`src/rtl/mod_arith_pkg.sv`:
```
// Shared constants for the modular add/sub pipeline: op encoding and default width/modulus.
package mod_arith_pkg;
  localparam int DEF_W = 4;
  localparam int DEF_M = 15;

  localparam int OP_SUB_BIT = 0;
  localparam int OP_ACC_BIT = 1;

  typedef enum logic [1:0] {
    OP_ADD     = 2'b00,
    OP_SUB     = 2'b01,
    OP_ACC_ADD = 2'b10,
    OP_ACC_SUB = 2'b11
  } op_e;
endpackage

```
`src/rtl/mod_addsub_pipe_reduce.sv`:
```
// Combinational mod-M correction of a signed raw sum/difference lying in (-M, 2M).
module mod_reduce #(
  parameter int W = 4,
  parameter int M = 15
) (
  input  logic signed [W+1:0] raw_i,
  output logic        [W-1:0] z_o
);
  localparam logic signed [W+1:0] MS = (W+2)'(M);

  logic signed [W+1:0] red;
  logic        [1:0]   unused_hi;

  always_comb begin
    red = raw_i;
    if (raw_i >= MS)     red = raw_i - MS;
    else if (raw_i < 0)  red = raw_i + MS;
  end

  assign z_o       = red[W-1:0];
  assign unused_hi = red[W+1:W];
endmodule

```
`src/rtl/mod_addsub_pipe.sv`:
```
// Two-stage modular add/sub pipeline with valid/ready handshakes on both sides.
// Define MOD_ADDSUB_ACC_EN to build in the accumulator, acc ops and acc_clr.
module mod_addsub_pipe
  import mod_arith_pkg::*;
#(
  parameter int W = DEF_W,
  parameter int M = DEF_M
) (
  input  logic         clk,
  input  logic         rst_n,
  input  logic         in_valid,
  output logic         in_ready,
  input  logic [1:0]   op,
  input  logic [W-1:0] x,
  input  logic [W-1:0] y,
  input  logic         acc_clr,
  output logic         out_valid,
  input  logic         out_ready,
  output logic [W-1:0] z,
  output logic         err
);
  localparam logic [W-1:0] MW = W'(M);

  logic                s1_valid_q, s1_err_q;
  logic signed [W+1:0] s1_raw_q, raw_d;
  logic                s2_valid_q, s2_err_q;
  logic        [W-1:0] s2_z_q, red_z, opa, opb;
  logic                s2_free, s1_adv, accept, op_err, is_sub;

  assign s2_free = !s2_valid_q || out_ready;
  assign s1_adv  = s1_valid_q && s2_free;
  assign accept  = in_valid && in_ready;
  assign is_sub  = op[OP_SUB_BIT];

`ifdef MOD_ADDSUB_ACC_EN
  logic         s1_acc_q, is_acc;
  logic [W-1:0] acc_q;

  assign is_acc = op[OP_ACC_BIT];
  assign opa    = is_acc ? acc_q : x;
  assign opb    = is_acc ? x : y;
  assign op_err = is_acc ? (x >= MW) : (x >= MW || y >= MW);
  // Acc ops read acc at acceptance, so a second one waits until the first has written back.
  assign in_ready = (!s1_valid_q || s1_adv) && !acc_clr &&
                    !(is_acc && s1_valid_q && s1_acc_q);

  always_ff @(posedge clk or negedge rst_n) begin
    if (!rst_n) begin
      s1_acc_q <= 1'b0;
      acc_q    <= '0;
    end else begin
      if (!s1_valid_q || s1_adv) s1_acc_q <= accept && is_acc;
      if (acc_clr)
        acc_q <= '0;
      else if (s1_adv && s1_acc_q && !s1_err_q)
        acc_q <= red_z;
    end
  end
`else
  logic unused_cfg;

  assign unused_cfg = ^{acc_clr, op[OP_ACC_BIT]};
  assign opa        = x;
  assign opb        = y;
  assign op_err     = (x >= MW) || (y >= MW);
  assign in_ready   = !s1_valid_q || s1_adv;
`endif

  assign raw_d = op_err ? '0 :
                 is_sub ? $signed({2'b00, opa}) - $signed({2'b00, opb})
                        : $signed({2'b00, opa}) + $signed({2'b00, opb});

  mod_reduce #(.W(W), .M(M)) u_reduce (
    .raw_i (s1_raw_q),
    .z_o   (red_z)
  );

  always_ff @(posedge clk or negedge rst_n) begin
    if (!rst_n) begin
      s1_valid_q <= 1'b0;
      s1_err_q   <= 1'b0;
      s1_raw_q   <= '0;
      s2_valid_q <= 1'b0;
      s2_err_q   <= 1'b0;
      s2_z_q     <= '0;
    end else begin
      if (!s1_valid_q || s1_adv) begin
        s1_valid_q <= accept;
        s1_err_q   <= op_err;
        s1_raw_q   <= raw_d;
      end
      if (s2_free) begin
        s2_valid_q <= s1_valid_q;
        s2_err_q   <= s1_err_q;
        s2_z_q     <= s1_err_q ? '0 : red_z;
      end
    end
  end

  assign out_valid = s2_valid_q;
  assign z         = s2_z_q;
  assign err       = s2_err_q;
endmodule

```
`config.mk`:
```
export PLATFORM = sky130hd
export DESIGN_NAME = mod_addsub_pipe
export DESIGN_NICKNAME = d
export VERILOG_FILES = /design/src/rtl/mod_arith_pkg.sv /design/src/rtl/mod_addsub_pipe_reduce.sv /design/src/rtl/mod_addsub_pipe.sv
export SDC_FILE = /design/constraint.sdc
export NUM_CORES = 1
export LEC_CHECK = 0
export CORE_ASPECT_RATIO = 0.7
export CORE_MARGIN = 2
export CORE_UTILIZATION = 35
export CTS_BUF_LIST = sky130_fd_sc_hd__clkbuf_16
export DETAILED_ROUTE_END_ITERATION = 6
export PLACE_DENSITY = 0.64
export SLEW_MARGIN = 25
export SYNTH_ARGS = -nofsm -noshare
export SYNTH_HDL_FRONTEND = slang
export SYNTH_HIERARCHICAL = 1
export SYNTH_SLANG_ARGS = --single-unit
```
`constraint.sdc`:
```
create_clock -name clk -period 3.5 [get_ports clk]
set_clock_uncertainty 0.2 [all_clocks]
set_input_delay 0.7 -clock clk [delete_from_list [all_inputs] [get_ports clk]]
set_output_delay 0.7 -clock clk [all_outputs]
set_load 0.1 [all_outputs]
```
## Word-level counts from Yosys, hierarchy flattened

Cells that the tools add are included.

| cells by class | value |
|---|---|
| $add $sub $neg | 4 |
| $lt $le $gt $ge | 4 |
| multiplexer cells | 5 |
| reductions and logical operators | 7 |

Operators by type and width:

| kind | count |
|---|---|
| $mux 4 | 3 |
| $mux 6 | 2 |
| $ge 4x4->1 const B | 2 |
| $ge 6x5->1 const B | 1 |
| $lt 6x1->1 const B | 1 |
| $add 4x4->5 | 1 |
| $sub 4x4->5 | 1 |
| $add 4x1->4 const B | 1 |
| $sub 4x1->4 const B | 1 |
| $logic_or 1x1->1 | 3 |
| $logic_and 1x1->1 | 2 |
| $logic_not 1->1 | 2 |

| word-level totals | value |
|---|---|
| flip-flop bits (word level) | 14 |
| input bits | 15 |
| output and inout port bits | 7 |

## Depth between registers and ports, before layout

| depth | value |
|---|---|
| depth in word-level cells | 5 |
| mapped depth | 9 |
| depth with buffers taken out | 9 |

## Hierarchy

Netlist, hierarchy kept.

By module, submodules not included:

| module | instances | cells each | area each (um^2) | sequential area each (um^2) |
|---|---|---|---|---|
| mod_addsub_pipe | 1 | 89 | 905.9 | 350.3 |
| mod_reduce | 1 | 21 | 155.1 | 0.0 |

## Worst setup path before layout

Ideal clock, no wire load.

| timing | value |
|---|---|
| path kind | flip-flop to output port |
| from | register s2_valid_q (netlist: out_valid) |
| to | output in_ready |
| data arrival time | 1,653 ps |
| data required time | 2,600 ps |
| setup slack | 947 ps |
| cell stages (with the launch flop) | 5 |
| buffers on the path | 1 |
| path through | dfrtp_1 -> nor2b_4 -> and2_4 -> buf_6 -> clkinv_8 |

| between the ends | value |
|---|---|
| longest elaborated chain between the ends | 4 |

RTL lines:

| element | line | RTL |
|---|---|---|
| from (decl) | mod_addsub_pipe.sv:26 | `logic s2_valid_q, s2_err_q;` |
| from (signal assigned) | mod_addsub_pipe.sv:93 | `s2_valid_q <= s1_valid_q;` |
| $logic_not 1->1 | mod_addsub_pipe.sv:30 | `assign s2_free = !s2_valid_q \|\| out_ready;` |
| $logic_or 1x1->1 | mod_addsub_pipe.sv:30 |  |
| $logic_and 1x1->1 | mod_addsub_pipe.sv:31 | `assign s1_adv = s1_valid_q && s2_free;` |
| $logic_or 1x1->1 | mod_addsub_pipe.sv:66 | `assign in_ready = !s1_valid_q \|\| s1_adv;` |
| to (decl) | mod_addsub_pipe.sv:12 | `output logic in_ready,` |

Every way passes these cells.

## Worst setup path in the final report

| timing | value |
|---|---|
| from | input out_ready |
| to | output in_ready |

| between the ends | value |
|---|---|
| longest elaborated chain between the ends | 3 |

RTL lines:

| element | line | RTL |
|---|---|---|
| from (decl) | mod_addsub_pipe.sv:18 | `input logic out_ready,` |
| $logic_or 1x1->1 | mod_addsub_pipe.sv:30 |  |
| $logic_and 1x1->1 | mod_addsub_pipe.sv:31 |  |
| $logic_or 1x1->1 | mod_addsub_pipe.sv:66 |  |

Every way passes these cells.

==> results.md <==
- Starting Density: 0.373
- Clock latency on the worst-skew pair: 0.24 ns
- Gr usage total: 0.135
- P&R area growth vs syn: 25.6%
- Area of the mapped netlist: 0.00106 mm^2
- Final Hold Vio Count: 0
- Ys async rst share: 1.00
- CTS tree: done
- IO Port Bufs: 19
- CTS buffer count: 3
- Clk sinks: 14
- Routability Congestion: 0.860
- Post-synthesis net count: 137
- Hold Path Class: register to register
- Post-DP HPWL: 1700 um
- Final setup fails: 0
- Die Area: 0.00349 mm^2
- #FFs+latches synth: 14
- Avg Synthesized Cell Area: 9.65 um^2
- Register area: 350 um^2
- Largest net degree at the start of global routing: 15
- Initial antenna violation count: 0
- Slew HR: 0.573
- # hold bufs at CTS: 0
- Tightest Pin Transition: 0.638 ns
- # nets final: 158
- Mapped Cells: 110
- Yosys cell types: 32
- Worst-path clk slew: 0.04 ns
- CTS max path bufs: 2
- Multi-input gate area: 627 um^2
- Maxcap violations: 0
- # rows: 16
- WL/cell: 12.5 um
- Pwr dens: 550 mW/mm^2
- Die height: 50.1 um
- Number of diodes: 0
- Critical Path AT: 1.83 ns
- Final Core Density: 0.469
- CP max FO: 7
- DIE WIDTH: 69.8 um
- Post-layout min period: 2.73 ns
- Setup bufs post-CTS: 0
- Layout cells sized above 1: 0.132
- Register area share after synthesis: 0.330
- Peak supply drop: 0.217 mV
- Max incr delay on CP: 0.45 ns
- Post-CTS sizing: 0
- Final Max Tran Viols: 0
- Final period utilization: 0.779
- Drt pass-1 iters: 4
- Warnings, synthesis: 6
- Unrepaired setup endpoints after global routing: no
- CTS root buffer: clkbuf_16
- Power Total: 733 uW
- Crit path cell chain: clkdlybuf4s50_1 -> nor2b_4 -> and2_4 -> clkinv_8 -> buf_12
- CP Capture Type: primary output
- Residual DRC: 0
- Fill count: 273
- Via total after detailed routing: 822
- Worst setup SP type: primary input
- DP Area: 0.00126 mm^2
- Crit Path Category: primary input to primary output
- Setup TNS Final: 0 ns
- Max stage delay cell, worst path: clkdlybuf4s50_1
- Vias/cell: 4.98
- H-tree depth: 1
- First-pass GRT wire length: 3770 um
- Post-synth EDFFs: 0
- Fin area: 0.00133 mm^2
- Number of global-route vias before repair: 812
- I/O pins: 22
- GRT Residual Overflow: 0
- Status: completed
- Ys flop type: dfrtp_1
- Wirelength, routed: 2070 um
- Static leakage: 0.609 nW
- Post-route ant nets: 0
- Flop2flop setup slack: 1.82 ns
- Core area: 0.00284 mm^2
- Fmax achieved: 367 MHz
- DR iter-0 viols: 51
- Worst path required time: 2.60 ns
==> through the flow <==
stage,cells,hold WS [ns],setup slack (ns)
after global routing,165,0.296,0.694
after detailed placement,162,0.257,0.729
after global placement,162,0.247,0.768
final,165,0.262,0.773
after CTS,165,0.267,0.759
after floorplan,110,0.204,0.947
==> logic make-up (layout without fill, tap and decap cells) <==
family                   after synthesis  after routing  synth area share
AO/OA/AOI/OAI                         23             23             0.164
adder cells (fa/ha/maj)               12             12             0.156
multiplexers                           1              1           0.00943
buffers and inverters                 13             32            0.0790
flip-flops                            14             14             0.330
XOR/XNOR                               3              3            0.0248
AND/OR/NAND/NOR                       44             44             0.237
==> registers in the layout (all words and copies together), names as in the netlist <==
| register | cells |
|---|---|
| s1_raw_q | 6 |
| z | 4 |
| err | 1 |
| out_valid | 1 |
| s1_err_q | 1 |
| s1_valid_q | 1 |
==> path summary, 6_finish.rpt <==
path	start	to	cells after the start
worst max-delay path	out_ready	in_ready	5
worst min-delay path	z[1]	z[1]	2
worst max register to register	s1_raw_q[0]	z[3]	6
worst min register to register	z[1]	z[1]	2
max in group asynchronous	rst_n	s1_err_q	1
min in group asynchronous	rst_n	err	1
==> area by class of cell <==
class,count,area share
sequential,14,0.263
tap,36,0.0338
inverter,10,0.0376
clock buffer,3,0.0563
timing repair buffer,19,0.139
multi-input combinational,83,0.470
==> per-layer routing <==
metal  vias up  GRT usage  wire length [um]
met3         2     0.0327                42
met4         0     0.0321                14
met5         -          0                 0
li1        417          -                 -
met2        14      0.211               967
met1       389      0.189              1040
==> worst max-delay path, delay by kind of cell <==
| kind | cells | cell delay [ns] |
|---|---|---|
| buffers and inverters | 3 | 0.69 |
| and+or+nand+nor | 2 | 0.43 |
==> synthesized netlist by cell type, types with 2 or more instances <==
cell,number,area share
fa_1,2,0.038
a21oi_1,4,0.019
or2b_1,2,0.014
nand2b_1,3,0.018
nand2_1,21,0.074
inv_1,9,0.032
o21ai_0,8,0.038
nand4_1,2,0.012
ha_1,10,0.12
o21a_1,3,0.021
buf_6,3,0.032
xnor2_1,3,0.025
nand3b_1,6,0.042
nor2_1,3,0.011
dfrtp_1,14,0.33
==> layout by cell type, fill, tap and decap left out, drive strengths merged, types with 3 or more instances in the layout <==
cell type / netlist / routed
inv: 9 / 9
nand2b: 3 / 3
nand2: 21 / 21
o21a: 3 / 3
o21ai: 9 / 9
a21oi: 4 / 4
nor2: 3 / 3
ha: 10 / 10
nand3b: 6 / 6
clkbuf: 0 / 3
clkdlybuf4s50: 0 / 12
xnor2: 3 / 3
buf: 3 / 7
dfrtp: 14 / 14
==> power by group <==
group	total [mW]	internal, mW	switching (mW)
Sequential	0.222	0.193	0.0292
Combinational	0.303	0.0961	0.207
Clock	0.208	0.149	0.0590
Total	0.733	0.438	0.295
Power figures use the tool's default switching activity.
